$ cat src/rtl/rc4_ksa_ctrl.sv
// RC4 key-scheduling controller for a 16x4-bit S-box store: fills S[k]=k,
// then permutes S with the key using the store's registered read port and dual write port.
module rc4_ksa_ctrl #(
  parameter int KEY_LEN = 4
) (
  input  logic                 i_clk,
  input  logic                 i_rst,
  input  logic                 i_start,
  input  logic [4*KEY_LEN-1:0] i_key,
  output logic                 o_busy,
  output logic                 o_done,
  output logic                 o_mem_en,
  output logic [3:0]           o_mem_raddr,
  input  logic [3:0]           i_mem_rdata,
  output logic [3:0]           o_mem_waddr1,
  output logic [3:0]           o_mem_wdata1,
  output logic [3:0]           o_mem_waddr2,
  output logic [3:0]           o_mem_wdata2
);

  typedef enum logic [2:0] {S_IDLE, S_INIT, S_RD_I, S_LD_I, S_SWAP, S_DONE} state_t;

  localparam logic [3:0] KK_LAST = 4'(KEY_LEN - 1);

  state_t      r_state;
  logic [3:0]  r_i, r_j, r_kk, r_si;
  logic [2:0]  r_k;
  logic [63:0] r_key;

  logic [3:0]  w_knib, w_jn;

  // Key is zero-padded to 16 nibbles so kk can index it without width games.
  assign w_knib = r_key[{r_kk, 2'b00} +: 4];
  assign w_jn   = r_j + i_mem_rdata + w_knib;

  always_ff @(posedge i_clk) begin
    if (i_rst) begin
      r_state <= S_IDLE;
      r_i     <= '0;
      r_j     <= '0;
      r_kk    <= '0;
      r_k     <= '0;
      r_si    <= '0;
      r_key   <= '0;
    end else begin
      case (r_state)
        S_IDLE: if (i_start) begin
          r_key   <= 64'(i_key);
          r_i     <= '0;
          r_j     <= '0;
          r_kk    <= '0;
          r_k     <= '0;
          r_state <= S_INIT;
        end
        S_INIT: begin
          r_k <= r_k + 3'd1;
          if (r_k == 3'd7) r_state <= S_RD_I;
        end
        S_RD_I: r_state <= S_LD_I;
        S_LD_I: begin
          r_si    <= i_mem_rdata;
          r_j     <= w_jn;
          r_state <= S_SWAP;
        end
        S_SWAP: begin
          r_i     <= r_i + 4'd1;
          r_kk    <= (r_kk == KK_LAST) ? 4'd0 : r_kk + 4'd1;
          r_state <= (r_i == 4'd15) ? S_DONE : S_RD_I;
        end
        S_DONE:  r_state <= S_IDLE;
        default: r_state <= S_IDLE;
      endcase
    end
  end

  // The store writes whenever en=0, so en defaults high and only INIT/SWAP drop it.
  always_comb begin
    o_busy       = 1'b0;
    o_done       = 1'b0;
    o_mem_en     = 1'b1;
    o_mem_raddr  = '0;
    o_mem_waddr1 = '0;
    o_mem_wdata1 = '0;
    o_mem_waddr2 = '0;
    o_mem_wdata2 = '0;
    case (r_state)
      S_INIT: begin
        o_busy       = 1'b1;
        o_mem_en     = 1'b0;
        o_mem_waddr1 = {r_k, 1'b0};
        o_mem_wdata1 = {r_k, 1'b0};
        o_mem_waddr2 = {r_k, 1'b1};
        o_mem_wdata2 = {r_k, 1'b1};
      end
      S_RD_I: begin
        o_busy      = 1'b1;
        o_mem_raddr = r_i;
      end
      S_LD_I: begin
        o_busy      = 1'b1;
        o_mem_raddr = w_jn;
      end
      S_SWAP: begin
        o_busy       = 1'b1;
        o_mem_en     = 1'b0;
        o_mem_waddr1 = r_i;
        o_mem_wdata1 = i_mem_rdata;
        o_mem_waddr2 = r_j;
        o_mem_wdata2 = r_si;
      end
      S_DONE:  o_done = 1'b1;
      default: ;
    endcase
  end

endmodule
$ cat config.mk
export PLATFORM = sky130hd
export DESIGN_NAME = rc4_ksa_ctrl
export DESIGN_NICKNAME = d
export VERILOG_FILES = /design/src/rtl/rc4_ksa_ctrl.sv
export SDC_FILE = /design/constraint.sdc
export NUM_CORES = 1
export LEC_CHECK = 0
export CORE_MARGIN = 1.5
export CORE_UTILIZATION = 65
export CTS_CLUSTER_SIZE = 16
export DETAILED_ROUTE_END_ITERATION = 12
export DONT_BUFFER_PORTS = 1
export PLACE_DENSITY = 0.89
export SETUP_SLACK_MARGIN = 0.1
export SYNTH_ARGS = -nofsm -noshare
export SYNTH_HDL_FRONTEND = slang
export SYNTH_SLANG_ARGS = --single-unit
export TNS_END_PERCENT = 100
$ cat constraint.sdc
create_clock -name i_clk -period 10.8 [get_ports i_clk]
set_input_delay 3.24 -clock i_clk [delete_from_list [all_inputs] [get_ports i_clk]]
set_output_delay 3.24 -clock i_clk [all_outputs]
set_load 0.005 [all_outputs]
======== After elaboration in Yosys (flattened, before gate mapping) ========
Index checks and enable logic that the tools add are counted.
operators by class
  add/sub/neg operators ................... 5
  equality and inequality tests ........... 10
  shift operators ......................... 1
  muxes and demuxes ....................... 19
  reduce and logical (&&, ||, !) cells .... 11
operators with widths
  kind                                                                   number
  4-bit case mux with 2 select lines                                     8
  64-bit by 7-bit indexed part select with 4-bit output                  1
  3-bit case mux with 5 select lines                                     1
  3-bit two-way mux                                                      4
  2-bit AND reduction                                                    5
  3-bit equality test, second input constant                             3
  4-bit by 1-bit adder with 4-bit output, second input constant          2
  4-bit adder                                                            2
  4-bit two-way mux                                                      2
  3-bit by 2-bit equality test with 1-bit output, second input constant  2
  3-bit case mux with 2 select lines                                     1
  2-bit nonzero test                                                     3
  4-bit by 2-bit equality test with 1-bit output, second input constant  1
  4-bit equality test, second input constant                             1
  2-bit != test, second input constant                                   2
  4-bit OR reduction                                                     1
  3-bit by 1-bit adder with 3-bit output, second input constant          1
  3-bit by 1-bit equality test with 1-bit output, second input constant  1
  3-bit logical NOT                                                      1
  1-bit two-way mux                                                      3
  2-bit OR reduction                                                     1
word-level totals
  bits in registers ....................... 38
  input bits .............................. 23
  output and inout bits ................... 23
  word-level logic and storage cells ...... 53

======== Logic depth before layout (Yosys ltp) ========
  word-level depth ........................ 3
  depth in mapped cells ................... 12
  depth with buffers taken out ............ 11

======== Worst setup path after synthesis ========
No wires, ideal clock.
  path kind ............................... input to output
  from .................................... input port i_mem_rdata[1]
  to ...................................... output port o_mem_raddr[3]
  arrival ................................. 4.939 ns
  required time ........................... 7.560 ns
  setup slack ............................. 2.621 ns
  stages .................................. 10
  buffers on the path ..................... 0
  cells stage by stage .................... inv_1 -> fa_1 -> inv_1 -> ha_1 -> inv_1 -> fa_1 -> xnor2_1 -> xnor2_1 -> xnor2_1 -> o21ai_0
on the way
  word-level cells in the longest chain between the ends .. 3
ends and longest elaborated chain
  what                                RTL line  source
  start, declared                     14        input logic [3:0] i_mem_rdata,
  4-bit adder (2 in a row)            34        assign w_jn = r_j + i_mem_rdata + w_knib;
  4-bit case mux with 2 select lines  86        case (r_state)
  end, declared                       13        output logic [3:0] o_mem_raddr,
No other way between the ends.

======== Worst setup path in the final report ========
Ends and elaborated chain as after synthesis.

==> results.sh <==
export IMPL_status="complete, no violations"
export IMPL_vias_per_cell=5.91
export IMPL_reg2reg_to="r_j[3]"
export IMPL_synth_cell_types=38
export IMPL_htreeDepth=2
export IMPL_synth_seq_cells=38
export IMPL_drive_gt1_share_pct=6.17
export IMPL_worstHoldPathType="flop to flop"
export IMPL_port_buffers=0
export IMPL_whs_endpoint="r_key[10]"
export IMPL_wirelength_um=4230
export IMPL_avgSynthCellArea_um2=8.07
export IMPL_start_kind="input pin"
export IMPL_worst_setup_path_end_kind="primary output"
export IMPL_worst_pin_slew_ps=898
export IMPL_setup_ws_ps=2530
export IMPL_antenna_found_initial=0
export IMPL_cp_arrival_ps=5030
export IMPL_grt_max_degree=39
export IMPL_hpwl_um=2960
export IMPL_clockRootBuffer="clkbuf_4"
export IMPL_syn_area_um2=2040
export IMPL_wl_per_cell_um=14.7
export IMPL_cts_hold_repair_buffers=0
export IMPL_finalWeightedCongestion=0.789
export IMPL_clockPowerShare_pct=27.2
export IMPL_p_leak_nw=0.815
export IMPL_setup_violations=0
export IMPL_crit_chain="inv_1 > fa_1 > inv_1 > ha_1 > inv_1 > fa_1 > xnor2_1 > xnor2_1 > xnor2_1 > o21ai_0"
export IMPL_core_region_area_um2=3030
export IMPL_ctsLongestPathBuffers=2
export IMPL_die_y_um=59.1
export IMPL_cpPeakStageDelay_ps=460
export IMPL_synth_main_ff_cell="dfxtp_1"
export IMPL_num_vias=1697
export IMPL_grt_pass1_wl_um=7020
export IMPL_power_internal_uw=182
export IMPL_fin_nets=275
export IMPL_max_vdd_ir_drop_v=0.0000909
export IMPL_powerDensity_nw_per_um2=121
export IMPL_start_util_pct=67.4
export IMPL_boundaryPins=46
export IMPL_async_flop_share_pct=0
export IMPL_pwr_share_seq_pct=60.5
export IMPL_finalCritPeriodShare_pct=76.6
export IMPL_fin_crit_ps=8270
export IMPL_combPwrFrac_pct=12.3
export IMPL_drc_errors=0
export IMPL_cp_startpoint="i_mem_rdata[1]"
export IMPL_final_hold_violation_count=0
export IMPL_synth_edf_count=0
export IMPL_hold_start="r_key[10]"
export IMPL_post_cts_setup_buffers=0
export IMPL_crit_slowest_cell="fa_1"
export IMPL_syn_num_nets=285
export IMPL_numCtsBuffers=5
export IMPL_fin_tns_setup_ps=0
export IMPL_worstReg2RegStart="r_kk[0]"
export IMPL_dieWidth_um=59.1
export IMPL_num_rows=20
export IMPL_netlist_instances=253
export IMPL_fin_util_pct=68.0
export IMPL_drt_first_iter_violations=141
export IMPL_syn_to_final_growth_pct=0.858
export IMPL_clkLatencyLatePin_ps=330
export IMPL_antenna_cells=0
export IMPL_yosys_warnings=0
export IMPL_rrSetupSlack_ps=7650
export IMPL_grt_overflow=0
export IMPL_maxSlewHeadroom_pct=39.9
export IMPL_hold_depth=2
export IMPL_r2r_cells=9
export IMPL_ant_nets=0
export IMPL_cts_resized=0
export IMPL_tritoncts="done"
export IMPL_dr_pass1_iters=4
export IMPL_power_switching_uw=67.3
export IMPL_grt_pass1_vias=1476
export IMPL_clock_sinks=38
export IMPL_grt_setup_unrepaired="false"
export IMPL_clkTransAtPathRegs_ps=110
export IMPL_clock_skew_ps=12.0
export IMPL_place_worst_setup_slack_ps=2510
export IMPL_ys_seq_area_share_pct=37.3
export IMPL_grt_usage_pct=26.9
export IMPL_critPathKind="input pin to primary output"
export IMPL_worst_path_max_fanout=2
export IMPL_timing_fmax_mhz=121
export IMPL_final_max_slew_viol_count=0
export IMPL_num_fill_cells=272
export IMPL_p_sw_share_pct=27.0
export IMPL_drv_cap=0
export IMPL_cp_required_ps=7560
export IMPL_die_area_um2=3490
## critical path, delay by kind of cell
kind | cells | cell delay [ps]
AO/OA/AOI/OAI | 1 | 220
buffers and inverters | 3 | 160
adder cells (fa/ha/maj) | 3 | 970
XOR/XNOR | 3 | 440
## worst max-delay path by stage
stage,to,slack [ps],depth (start not counted)
floorplan,o_mem_raddr[3],2620,10
global route,o_mem_raddr[3],2400,10
detailed placement,o_mem_raddr[3],2510,10
finish,o_mem_raddr[3],2530,10
global placement,o_mem_raddr[3],2560,10
CTS,o_mem_raddr[3],2520,10
## Yosys cell counts, drive strengths merged, types with 2 or more instances
library cell / number / share of area [%]
a21oi: 31 / 7.6
nor2: 24 / 4.4
dfxtp: 38 / 37
nor3b: 3 / 1.6
o21ai: 6 / 1.5
mux4: 3 / 3.3
mux2i: 3 / 1.5
and3b: 2 / 0.86
and2: 4 / 1.2
or3b: 2 / 0.86
a211oi: 3 / 1.1
nand3b: 3 / 1.1
a41oi: 2 / 0.86
nand3: 3 / 0.74
xnor2: 6 / 2.6
inv: 5 / 0.92
buf: 10 / 3.0
ha: 5 / 3.1
nand2: 65 / 12
a22o: 2 / 0.86
a22oi: 6 / 2.2
or3: 2 / 0.61
nand2b: 2 / 0.61
clkbuf: 8 / 1.5
a21o: 3 / 1.1
fa: 4 / 3.9
## metrics by stage
| step | instances | power (mW) | area [µm²] | hold slack, ps |
|---|---|---|---|---|
| after detailed placement | 280 | 0.184 | 2010 | 440 |
| final | 287 | 0.249 | 2060 | 454 |
| after CTS | 287 | 0.250 | 2060 | 456 |
| after floorplan | 253 | 0.181 | 2040 | 433 |
| after global routing | 287 | 0.264 | 2060 | 477 |
| after global placement | 280 | 0.183 | 2010 | 434 |
## layout by cell type, fill, tap and decap left out, types with 3 or more instances in the layout
| cell | instances |
|---|---|
| nand2_1 | 65 |
| o21ai_0 | 6 |
| a22oi_1 | 6 |
| a211oi_1 | 3 |
| nand3b_1 | 3 |
| inv_1 | 5 |
| mux4_2 | 3 |
| nand3_1 | 3 |
| dfxtp_1 | 38 |
| ha_1 | 5 |
| fa_1 | 4 |
| xnor2_1 | 6 |
| mux2i_1 | 3 |
| nor2_1 | 24 |
| clkbuf_4 | 5 |
| a21oi_1 | 31 |
| a21o_1 | 3 |
| and2_1 | 4 |
## power groups by stage
| stage | registers (mW) | clock network [mW] | logic (mW) |
|---|---|---|---|
| 2_1_floorplan | 0.151 | 0 | 0.0301 |
| 3_3_place_gp | 0.154 | 0 | 0.0297 |
| 3_5_place_dp | 0.154 | 0 | 0.0304 |
| 4_1_cts | 0.151 | 0.0694 | 0.0305 |
| 5_1_grt | 0.151 | 0.0772 | 0.0349 |
| 6_report | 0.151 | 0.0677 | 0.0306 |
## per-layer routing
metal  track usage, %  share of wire (%)  up-vias
met1             39.0                 46      808
li1                 -                  -      839
met3             5.68                5.3        4
met5                0                  0        -
met2             40.8                 48       46
met4             7.79               0.83        0
## final cells by class
type	count	area (µm²)	share of cell area [%]
Clock buffer	5	37.5	1.82
Clock inverter	2	10.0	0.486
Inverter	5	18.8	0.911
Multi-Input combinational cell	192	1170	56.8
Sequential cell	38	761	36.9
Tap cell	44	55.1	2.67
Timing Repair Buffer	1	7.51	0.365
## cell families after synthesis
family | Yosys count | share of synthesized area, %
compound gates | 58 | 17.1
buf+inv | 23 | 5.45
xor+xnor | 6 | 2.57
flops | 38 | 37.3
mux | 6 | 4.78
simple gates | 113 | 25.9
fa+ha+maj | 9 | 6.99
## sequential cells by signal (all words and copies together) (netlist names)
| name | flops |
|---|---|
| r_i | 4 |
| r_j | 4 |
| r_k | 3 |
| r_key | 16 |
| r_kk | 4 |
| r_si | 4 |
| r_state | 3 |
No activity file was read; power rests on OpenSTA's default activity.
